$ cat src/rtl/stopwatch_display_scan.sv
// Four-slot multiplexed 7-segment scanner for the stopwatch readout (tens.ones.tenths).
// Takes one stable snapshot per frame and blanks between digits to avoid ghosting.
module stopwatch_display_scan #(
    parameter int unsigned DIGIT_CYCLES = 100000,
    parameter int unsigned BLANK_CYCLES = 1000
) (
    input  logic       clk,
    input  logic       reset,
    input  logic [3:0] sec_tens,
    input  logic [3:0] sec_ones,
    input  logic [3:0] tenths,
    input  logic       hold,
    output logic [3:0] an,
    output logic [6:0] seg,
    output logic       dp
);

    localparam int unsigned CW = (DIGIT_CYCLES > 1) ? $clog2(DIGIT_CYCLES) : 1;
    localparam logic [CW-1:0] CNT_LAST = CW'(DIGIT_CYCLES - 1);

    logic [11:0]   r_s1;
    logic [11:0]   r_s2;
    logic [11:0]   r_shadow;
    logic [CW-1:0] r_cnt;
    logic [1:0]    r_slot;
    logic [3:0]    r_an;
    logic [6:0]    r_seg;
    logic          r_dp;

    logic          w_frame_start;
    logic          w_gap;
    logic          w_dark;
    logic [3:0]    w_digit;
    logic [3:0]    w_an_nxt;
    logic [6:0]    w_seg_nxt;
    logic          w_dp_nxt;

    function automatic logic [6:0] f_decode(input logic [3:0] d);
        logic [6:0] s;
        case (d)
            4'd0:    s = 7'b1000000;
            4'd1:    s = 7'b1111001;
            4'd2:    s = 7'b0100100;
            4'd3:    s = 7'b0110000;
            4'd4:    s = 7'b0011001;
            4'd5:    s = 7'b0010010;
            4'd6:    s = 7'b0000010;
            4'd7:    s = 7'b1111000;
            4'd8:    s = 7'b0000000;
            4'd9:    s = 7'b0010000;
            default: s = 7'b0111111;
        endcase
        return s;
    endfunction

    assign w_frame_start = (r_cnt == '0) && (r_slot == 2'd0);

    // Two-flop resync; the snapshot is only taken when both stages agree.
    always_ff @(posedge clk or posedge reset) begin
        if (reset) begin
            r_s1     <= '0;
            r_s2     <= '0;
            r_shadow <= '0;
        end else begin
            r_s1 <= {sec_tens, sec_ones, tenths};
            r_s2 <= r_s1;
            if (w_frame_start && (r_s2 == r_s1) && !hold)
                r_shadow <= r_s2;
        end
    end

    always_ff @(posedge clk or posedge reset) begin
        if (reset) begin
            r_cnt  <= '0;
            r_slot <= 2'd0;
        end else if (r_cnt == CNT_LAST) begin
            r_cnt  <= '0;
            r_slot <= r_slot + 2'd1;
        end else begin
            r_cnt <= r_cnt + 1'b1;
        end
    end

    always_comb begin
        w_digit = 4'd0;
        case (r_slot)
            2'd0:    w_digit = r_shadow[3:0];
            2'd1:    w_digit = r_shadow[7:4];
            default: w_digit = r_shadow[11:8];
        endcase
    end

    // Slot 3 stays dark so each real digit keeps a quarter of the frame.
    assign w_gap  = (32'(r_cnt) < BLANK_CYCLES);
    assign w_dark = w_gap || (r_slot == 2'd3)
                 || ((r_slot == 2'd2) && (r_shadow[11:8] == 4'd0));

    always_comb begin
        w_an_nxt  = 4'hF;
        w_seg_nxt = 7'h7F;
        w_dp_nxt  = 1'b1;
        if (!w_dark) begin
            w_an_nxt  = ~(4'b0001 << r_slot);
            w_seg_nxt = f_decode(w_digit);
            w_dp_nxt  = (r_slot != 2'd1);
        end
    end

    always_ff @(posedge clk or posedge reset) begin
        if (reset) begin
            r_an  <= 4'hF;
            r_seg <= 7'h7F;
            r_dp  <= 1'b1;
        end else begin
            r_an  <= w_an_nxt;
            r_seg <= w_seg_nxt;
            r_dp  <= w_dp_nxt;
        end
    end

    assign an  = r_an;
    assign seg = r_seg;
    assign dp  = r_dp;

endmodule

$ cat config.mk
export PLATFORM = sky130hd
export DESIGN_NAME = stopwatch_display_scan
export DESIGN_NICKNAME = d
export VERILOG_FILES = /design/src/rtl/stopwatch_display_scan.sv
export SDC_FILE = /design/constraint.sdc
export NUM_CORES = 1
export LEC_CHECK = 0
export ABC_CLOCK_PERIOD_IN_PS = 2100
export CAP_MARGIN = 10
export CELL_PAD_IN_SITES_DETAIL_PLACEMENT = 1
export CELL_PAD_IN_SITES_GLOBAL_PLACEMENT = 2
export CORE_UTILIZATION = 41
export CTS_BUF_LIST = sky130_fd_sc_hd__clkbuf_4
export DETAILED_ROUTE_END_ITERATION = 8
export DONT_BUFFER_PORTS = 1
export PLACE_DENSITY = 0.84
export SLEW_MARGIN = 20
export SYNTH_ARGS = -nofsm -noshare
export SYNTH_HDL_FRONTEND = slang
export SYNTH_SLANG_ARGS = --single-unit
$ cat constraint.sdc
create_clock -name clk -period 2.1 [get_ports clk]
set_clock_uncertainty 0.1 [all_clocks]
set_input_delay 0.21 -clock clk [delete_from_list [all_inputs] [get_ports clk]]
set_output_delay 0.21 -clock clk [all_outputs]
set_load 0.03 [all_outputs]
==> results.toml <==
[final_layout]
multiInputGateArea_um2 = 1110
seq_area_um2 = 1670
n_antenna_cell = 0
drive_gt1_share_pct = 29.8
n_fill_cell = 667
area_growth_pct = 23.4
fin_nets = 284

[die]
rows = 29
dieWidth_um = 84.1
die_h_um = 84.1
initial_utilization_pct = 43.0
ioPinCount = 27
core_um2 = 6420
dieArea_um2 = 7070

[power_and_ir_drop]
leakagePower_nw = 1.54
seq_power_share_pct = 57.6
p_int_mw = 1.72
netSwitchingPower_mw = 0.573
peakVddDrop_uv = 635
p_per_area_nw_per_um2 = 672
combPwrFrac_pct = 3.3
p_sw_share_pct = 25.0
p_clk_share_pct = 39.1

[clock_tree]
cts_tree = "yes"
clockBufferDepth = 2
numCtsBuffers = 9
clkLatencyLatePin_ns = 0.42
cts-root-buf = "clkbuf_4"
path_clk_slew_ns = 0.13
htree_levels = 3
cts_num_sinks = 66

[worst_setup_path]
worstPathArrival_ns = 2.31
critPathLaunchType = "flip-flop"
path_delay_family = "simple AND/OR/NAND/NOR gates"
crit_path_max_incr_delay_ns = 0.55
crit_type = "flip-flop to flip-flop"
path_cells = "or4_4 -> nor4_4 -> nand3_2 -> clkbuf_16 -> mux2_4"
cp_slowest_cell = "or4_4"
required_ns = 2.31
path_buf_inv = 1
critPathCaptureType = "flip-flop"
crit_fanout = 6

[timing]
tightest_slew_ns = 0.610
fmax_mhz = 477
finalCriticalPeriod_ns = 2.10
setup_viol = 0
hold_slack_ns = 0.210
fin_tns_setup_ns = 0
slew_headroom_pct = 58.9
post-route-period-util_pct = 99.9
hold_viol = 0
slew_violations = 0
rsz0062_at_grt = "true"

[global_routing]
gr-total-overflow = 0
track_usage_pct = 17.9
grt_start_max_net_pins = 28
gr-usage-met3_pct = 6.03
antenna_found_initial = 0
top_usage_layer = "met2"
grt_use_met1_pct = 21.7
grt_pass1_wl_mm = 9.58
grt_pass1_vias = 1950
met2_usage_pct = 29.4

[synthesis]
syn_nets = 239
ys_ff_latch = 66
synth.distinct_cells = 39
synth_edf_count = 0
syn_inst = 215
synth-main-ff-cell = "dfrtp_1"
ys_seq_area_share_pct = 60.3
avgSynthCellArea_um2 = 12.9
yosysWarnings = 0
syn_area_um2 = 2760
synthArstFlopShare_pct = 100

[drt]
wl_per_cell_um = 16.4
totalWireLength_mm = 5.62
dr.first_iter.drc_count = 68
drc = 2
dr.pass1.iters = 5
vias = 1752
vias_per_cell = 5.12
final_antenna_net_count = 0

[status]
failed_checks = "design-rule violations"
status = "complete, but fails checks"

[job]
cap_violations = 0

[placed_design]
port_buffers = 0
place.gp.congestion = 0.716
dp_hpwl_mm = 3.80

[hold_path]
min_path_type = "input port to async pin"
==> per-layer routing <==
| layer | wire [µm] | share of wire (%) |
|---|---|---|
| met4 | 115 | 2.0 |
| met2 | 2740 | 49 |
| met3 | 178 | 3.2 |
| met5 | 0 | 0 |
| met1 | 2590 | 46 |
==> metrics by stage <==
step / setup slack (ns) / std cells / cell area (µm²) / power [mW] / utilization, %
2_1_floorplan: 0.0302 / 215 / 2760 / 1.38 / -
5_1_grt: -0.0773 / 342 / 3410 / 2.39 / 53.1
6_report: 0.00165 / 342 / 3410 / 2.29 / 53.1
3_5_place_dp: -0.0342 / 307 / 3000 / 1.40 / 46.7
3_3_place_gp: 0.0506 / 307 / 3000 / 1.39 / 46.7
4_1_cts: 0.0261 / 337 / 3300 / 2.32 / 51.4
==> path summary, 6_finish.rpt <==
kind                                  start          end  slack, ns  cells past startpoint
worst max-delay path              r_cnt[14]  r_shadow[5]      0.002                      5
worst min-delay path                  reset    r_cnt[12]       0.21                      2
worst max register to register    r_cnt[14]  r_shadow[5]      0.002                      5
worst min register to register      r_s1[6]      r_s2[6]       0.31                      0
max in group asynchronous             reset  r_shadow[8]       1.07                      3
min in group clk                sec_ones[3]      r_s1[7]       0.24                      1
==> kinds of logic after synthesis <==
kind of cell,synth area share [%]
buffers and inverters,2.08
muxes,6.25
AOI/OAI and AO/OA,5.84
other,0.136
xor gates and xnor gates,8.56
and+or+nand+nor,12.8
DFF,60.3
adders and majority gates,4.07
==> Yosys cell counts, types with 2 or more instances <==
cell	n	share of area, %
a21oi_1	7	1.3
a22o_1	4	1.3
and3_1	3	0.68
dfrtp_1	55	50
dfstp_2	11	10
ha_1	9	4.1
inv_1	9	1.2
mux2_2	2	0.81
mux2_4	10	5.4
nand2_1	14	1.9
nand3_1	11	2.0
nand4_1	5	1.1
nor2_1	16	2.2
nor3_1	5	0.91
nor4_1	3	0.68
o21ai_0	3	0.54
xnor2_1	22	7.0
xor2_1	5	1.6
==> layout make-up <==
| type | instances | share of cell area (%) |
|---|---|---|
| clock buffers | 9 | 1.98 |
| clock inverters | 7 | 2.42 |
| inverters | 9 | 0.991 |
| multi-input cells | 137 | 32.6 |
| flip-flops and latches | 66 | 48.8 |
| well taps | 77 | 2.83 |
| repair buffers | 37 | 10.3 |
==> cell usage in the layout (no fill, tap or decap), types with 2 or more instances in the layout <==
| cell type | netlist | routed |
|---|---|---|
| ha_1 | 9 | 8 |
| a22o_1 | 4 | 4 |
| buf_4 | 1 | 21 |
| clkinv_4 | 0 | 2 |
| nand2_1 | 14 | 13 |
| a21oi_2 | 0 | 2 |
| dfrtp_1 | 55 | 55 |
| xor2_1 | 5 | 5 |
| mux2_4 | 10 | 10 |
| o21ai_0 | 3 | 3 |
| nor3_1 | 5 | 4 |
| dfstp_2 | 11 | 11 |
| a21oi_1 | 7 | 5 |
| dlygate4sd3_1 | 0 | 13 |
| nand3_1 | 11 | 11 |
| nor4_1 | 3 | 3 |
| and3_1 | 3 | 3 |
| inv_6 | 0 | 4 |
| nor2_1 | 16 | 15 |
| mux2_2 | 2 | 2 |
| inv_1 | 9 | 8 |
| nand4_1 | 5 | 5 |
| clkbuf_4 | 0 | 9 |
| xnor2_1 | 22 | 22 |
| buf_12 | 0 | 2 |
==> state kept, by name, indices dropped and copies added (netlist names) <==
register,cells
r_shadow,12
an,4
r_s1,12
r_slot,2
r_s2,12
r_cnt,17
seg,7
==> power by group through the flow <==
stage               sequential, mW  clock, mW  combinational (mW)
floorplan                     1.34          0              0.0400
global placement              1.34          0              0.0547
detailed placement            1.34          0              0.0567
CTS                           1.32      0.927              0.0766
global route                  1.32      0.981              0.0855
finish                        1.32      0.896              0.0757
==> timing repair <==
action / CTS / global route
buffers inserted: 1 / 4
cloned: 0 / 1
endpoints found under the setup margin: 2 / 19
hold endpoints to repair: 37 / 0
gates resized for setup: 4 / 10
hold buffers: 13 / 0
pin swaps: 1 / 1
Note: power is estimated with default switching activity, not from simulation.
